==> src/rtl/ps2_mem_arbiter.sv <==
// Shares one memory port between VGA fetch and a PS/2 scancode FIFO that writes to a fixed word.
// Optional macro STARVE_TIMEOUT_EN forces a write after TIMEOUT arbitration cycles.
module ps2_mem_arbiter #(
    parameter int         FIFO_DEPTH = 4,
    parameter logic [9:0] PS2_ADDR   = 10'h3FF,
    parameter int         TIMEOUT    = 16
) (
    input  logic                          clk,
    input  logic                          rst_n,
    input  logic [7:0]                    ps2_data,
    input  logic                          ps2_valid,
    input  logic                          vga_req,
    input  logic [9:0]                    vga_addr,
    output logic [9:0]                    mem_addr,
    output logic [15:0]                   mem_din,
    output logic                          mem_we,
    output logic                          vga_stall,
    output logic                          ps2_ovf,
    output logic [$clog2(FIFO_DEPTH):0]   fifo_count
);

    localparam int AW = $clog2(FIFO_DEPTH);
    localparam int CW = AW + 1;
    localparam logic [CW-1:0] DEPTH_C = CW'(FIFO_DEPTH);

    localparam logic [1:0] S_IDLE  = 2'd0;
    localparam logic [1:0] S_ARB   = 2'd1;
    localparam logic [1:0] S_WRITE = 2'd2;

    logic [1:0]    state_q, state_d;
    logic [7:0]    fifo_q [FIFO_DEPTH];
    logic [AW-1:0] wr_ptr_q, rd_ptr_q;
    logic [CW-1:0] count_q, count_d;
    logic          ovf_q;
    logic          push, pop, arb_go;

    assign push = ps2_valid && (count_q < DEPTH_C);
    // WRITE is only reachable with a non-empty FIFO, so popping here never underflows.
    assign pop  = (state_q == S_WRITE);

`ifdef STARVE_TIMEOUT_EN
    localparam int WW = $clog2(TIMEOUT) + 1;
    localparam logic [WW-1:0] TO_LAST = WW'(TIMEOUT - 1);

    logic [WW-1:0] wait_q;

    always_ff @(posedge clk or negedge rst_n) begin
        if (!rst_n) begin
            wait_q <= '0;
        end else if (state_q == S_ARB) begin
            wait_q <= wait_q + WW'(1);
        end else begin
            wait_q <= '0;
        end
    end

    assign arb_go    = !vga_req || (wait_q == TO_LAST);
    assign vga_stall = (state_q == S_WRITE) && vga_req;
`else
    logic unused_timeout;
    assign unused_timeout = (TIMEOUT > 0);
    assign arb_go    = !vga_req;
    assign vga_stall = 1'b0;
`endif

    always_comb begin
        count_d = count_q;
        case ({push, pop})
            2'b10:   count_d = count_q + CW'(1);
            2'b01:   count_d = count_q - CW'(1);
            default: count_d = count_q;
        endcase
    end

    always_comb begin
        state_d = state_q;
        case (state_q)
            S_IDLE:  if (count_q != '0) state_d = S_ARB;
            S_ARB:   if (arb_go) state_d = S_WRITE;
            S_WRITE: state_d = (count_d != '0) ? S_ARB : S_IDLE;
            default: state_d = S_IDLE;
        endcase
    end

    always_ff @(posedge clk or negedge rst_n) begin
        if (!rst_n) begin
            state_q  <= S_IDLE;
            wr_ptr_q <= '0;
            rd_ptr_q <= '0;
            count_q  <= '0;
            ovf_q    <= 1'b0;
            for (int unsigned i = 0; i < FIFO_DEPTH; i++) begin
                fifo_q[i] <= '0;
            end
        end else begin
            state_q <= state_d;
            count_q <= count_d;
            if (push) begin
                fifo_q[wr_ptr_q] <= ps2_data;
                wr_ptr_q         <= wr_ptr_q + AW'(1);
            end
            if (pop) begin
                rd_ptr_q <= rd_ptr_q + AW'(1);
            end
            if (ps2_valid && !push) begin
                ovf_q <= 1'b1;
            end
        end
    end

    assign mem_we     = pop;
    assign mem_addr   = pop ? PS2_ADDR : vga_addr;
    assign mem_din    = {8'h00, fifo_q[rd_ptr_q]};
    assign fifo_count = count_q;
    assign ps2_ovf    = ovf_q;

endmodule

==> config.mk <==
export PLATFORM = sky130hd
export DESIGN_NAME = ps2_mem_arbiter
export DESIGN_NICKNAME = d
export VERILOG_FILES = /design/src/rtl/ps2_mem_arbiter.sv
export SDC_FILE = /design/constraint.sdc
export NUM_CORES = 1
export LEC_CHECK = 0
export ABC_AREA = 1
export ABC_CLOCK_PERIOD_IN_PS = 2600
export BUFFER_PORTS_ARGS = -buffer_cell sky130_fd_sc_hd__buf_4
export CORE_MARGIN = 5
export CORE_UTILIZATION = 55
export DETAILED_ROUTE_END_ITERATION = 12
export PLACE_DENSITY = 0.82
export SLEW_MARGIN = 25
export SYNTH_ARGS = -nofsm -noshare
export SYNTH_HDL_FRONTEND = slang
export SYNTH_SLANG_ARGS = --single-unit
==> constraint.sdc <==
create_clock -name clk -period 2.6 [get_ports clk]
set_input_delay 0.26 -clock clk [delete_from_list [all_inputs] [get_ports clk]]
set_output_delay 0.26 -clock clk [all_outputs]
set_load 0.02 [all_outputs]
==> results.json <==
{
  "antenna_cells": 0,
  "placed_area_um2": 2400,
  "start_util_pct": 57.6,
  "ant_nets": 0,
  "ys_seq_area_share_pct": 49.5,
  "path_buf_inv": 2,
  "grt_max_degree": 43,
  "clkTransAtPathRegs_ns": 0.08,
  "drt_wl_total_mm": 4.17,
  "hp-class": "in2reg",
  "ir_worst_vdd_mv": 0.621,
  "setup_viol": 0,
  "tns_ns": 0,
  "avgSynthCellArea_um2": 9.04,
  "cts_made_buffers": 5,
  "portBuffers": 44,
  "min_from": "vga_req",
  "post-route-min-period_ns": 2.01,
  "min_delay_path_depth": 2,
  "area_delta_synth_final_pct": 18.7,
  "grt_overflow": 0,
  "synth_warnings": 0,
  "antenna_found_initial": 0,
  "yosys-top-cells-area": "dfrtp_1 49%, nand2_1 8.1%, o21ai_1 6.8%",
  "p_leak_nw": 1.30,
  "cp_max_fo": 19,
  "rr_endpoint": "state_q[0]",
  "n_fill_cell": 317,
  "cts_resized": 0,
  "core_um2": 3690,
  "ys_ff_latch": 42,
  "vias_per_cell": 5.07,
  "crit_type": "reg2out",
  "stdcell_area_um2": 2520,
  "drive_gt1_share_pct": 27.6,
  "yosys.area.top_type": "dfrtp_1",
  "rrSetupSlack_ns": 0.81,
  "cts_tree": "yes",
  "drt_iter0_markers": 56,
  "syn-cell-area_um2": 2120,
  "crit_required_ns": 2.34,
  "outcome": "finished clean",
  "rr_worst_depth": 10,
  "die_w_um": 72.2,
  "grt_use_total_pct": 17.0,
  "ys.flop_type": "dfrtp_1",
  "clk-insertion-delay-late_ns": 0.28,
  "critPathTopFamily": "flip-flops",
  "netlist-cell-type-count": 27,
  "tightest_slew_ns": 0.710,
  "cts-root-buf": "clkbuf_8",
  "dpl.hpwl_mm": 3.00,
  "worstSetupStartpointType": "flop",
  "final_nets": 306,
  "ios": 54,
  "rsz0062_at_grt": "no",
  "dieArea_um2": 5210,
  "skew_ns": 0.00432,
  "avgRoutedWirePerCell_um": 12.8,
  "slew_headroom_pct": 52.5,
  "hold_end": "state_q[1]",
  "clock.fmax_ghz": 0.497,
  "finalHoldViolCount": 0,
  "drc_errors": 0,
  "slowest_delay_ns": 0.72,
  "crit_slowest_cell": "dfrtp_1",
  "arrival_ns": 1.75,
  "grt_pass1_wl_mm": 7.11,
  "drt-pass1-iter-count": 4,
  "synth_top_area_share_pct": 49.5,
  "synth_edf_count": 0,
  "ys_async_sr_fraction_pct": 100,
  "slew_viol_final": 0,
  "gp_congestion": 0.842,
  "cts-htree-levels": 2,
  "p_per_area_nw_per_um2": 1250,
  "crit_path_end_kind": "primary output",
  "cts.path.max_buffers": 2,
  "cts_sinks": 42,
  "final.period_utilization_pct": 77.4,
  "die_y_um": 72.2,
  "grt_pass1_vias": 1629,
  "num_rows": 22,
  "drv_cap": 0,
  "routed-via-count": 1657,
  "path_cells": "inv_2, o21ai_0, o22ai_1, buf_4",
  "r2r_start": "fifo_count[2]",
  "synth_cells": 235
}
report_power, final:
| part | leakage [nW] | internal, mW | switching (mW) |
|---|---|---|---|
| combinational | 0.721 | 0.606 | 0.872 |
| clock | 0.0579 | 0.282 | 0.211 |
| sequential | 0.521 | 0.945 | 0.241 |
layout make-up:
type | instances | area, um^2 | share of cell area [%]
well taps | 48 | 60.1 | 2.38
flip-flops and latches | 42 | 1050 | 41.7
clock inverters | 3 | 40.0 | 1.59
inverters | 19 | 78.8 | 3.12
repair buffers | 45 | 340 | 13.5
clock buffers | 5 | 68.8 | 2.73
multi-input cells | 165 | 883 | 35.0
logic make-up (layout without fill, tap and decap cells):
group                      count (synthesis)  in the layout  share of synthesized area [%]
AOI/OAI and AO/OA                         59             59                           15.4
xor gates and xnor gates                   3              3                           1.24
adders and majority gates                  6              6                           3.89
buffers and inverters                     36             72                           10.4
DFF                                       42             42                           49.5
other                                      1              9                          0.177
and+or+nand+nor                           88             88                           19.4
registers in the layout, indices dropped and copies added (netlist names):
name / flops
state_q: 2
rd_ptr_q: 2
fifo_count: 3
wr_ptr_q: 2
fifo_q: 32
ps2_ovf: 1
Yosys cell counts (all sizes together), types with 3 or more instances:
master,instances
o22ai,8
ha,5
xor2,3
or2,10
inv,19
o21ai,49
buf,17
nor2,20
nand2,52
nand3,4
dfrtp,42
timing repair:
action | CTS | global route
hold endpoints to repair | 42 | 0
hold buffers | 1 | 0
buffers inserted | 0 | 0
layout by cell type (no fill, tap or decap):
master         Yosys  final
buf_4             11     44
clkinv_2           0      2
nand2_2            1      1
fa_1               1      1
ha_1               5      5
nand2_8            1      1
nand4_1            1      1
a21oi_1            1      1
nand3_1            4      4
dfrtp_1           42     42
nand2_1           46     46
conb_1             1      9
inv_8              1      1
o21ai_1           29     29
o22ai_1            8      8
inv_2              2      2
nor2_1            20     20
nor3_1             1      1
nand2_4            4      4
xor2_1             3      3
a21o_2             1      1
dlygate4sd3_1      0      1
bufinv_16          0      1
clkbuf_8           0      5
o21ai_0           15     15
inv_1             16     16
o21ai_2            5      5
or2_2             10     10
how the worst max path moves through the flow:
stage | slack (ns) | end | cells past startpoint | startpoint
final | 0.59 | mem_din[6] | 4 | rd_ptr_q[0]
after global routing | 0.38 | mem_din[4] | 4 | rd_ptr_q[0]
after CTS | 0.59 | mem_din[6] | 4 | rd_ptr_q[0]
after detailed placement | 0.80 | state_q[0] | 10 | fifo_count[2]
after global placement | 0.87 | state_q[0] | 10 | fifo_count[2]
after floorplan | 0.82 | state_q[0] | 10 | fifo_count[2]
layer usage:
layer | track usage, % | share of wire, % | wire, um
met5 | 0 | 0 | 0
met4 | 5.43 | 0.91 | 38
met3 | 4.43 | 6.9 | 287
met2 | 27.6 | 48 | 2000
met1 | 22.3 | 44 | 1840
worst register-to-register path: stages (launching register included):
cell	delay, ns
dfrtp_1	0.43
inv_2	0.10
nand2_4	0.08
ha_1	0.24
fa_1	0.43
nand2_1	0.07
nand2_1	0.06
nor2_1	0.09
nand3_1	0.07
nand2_1	0.06
nand2_1	0.05
per-stage QoR:
| stage | power (mW) | cells | utilization, % | setup slack (ns) | hold slack (ns) |
|---|---|---|---|---|---|
| 6_report | 3.16 | 327 | 68.4 | 0.588 | 0.127 |
| 4_1_cts | 3.19 | 327 | 68.4 | 0.593 | 0.121 |
| 2_1_floorplan | 2.24 | 243 | - | 0.816 | -0.0356 |
| 3_5_place_dp | 2.69 | 318 | 65.2 | 0.802 | 0.275 |
| 3_3_place_gp | 2.64 | 318 | 65.2 | 0.866 | 0.272 |
| 5_1_grt | 3.42 | 327 | 68.4 | 0.380 | 0.146 |
Power figures use the tool's default switching activity.
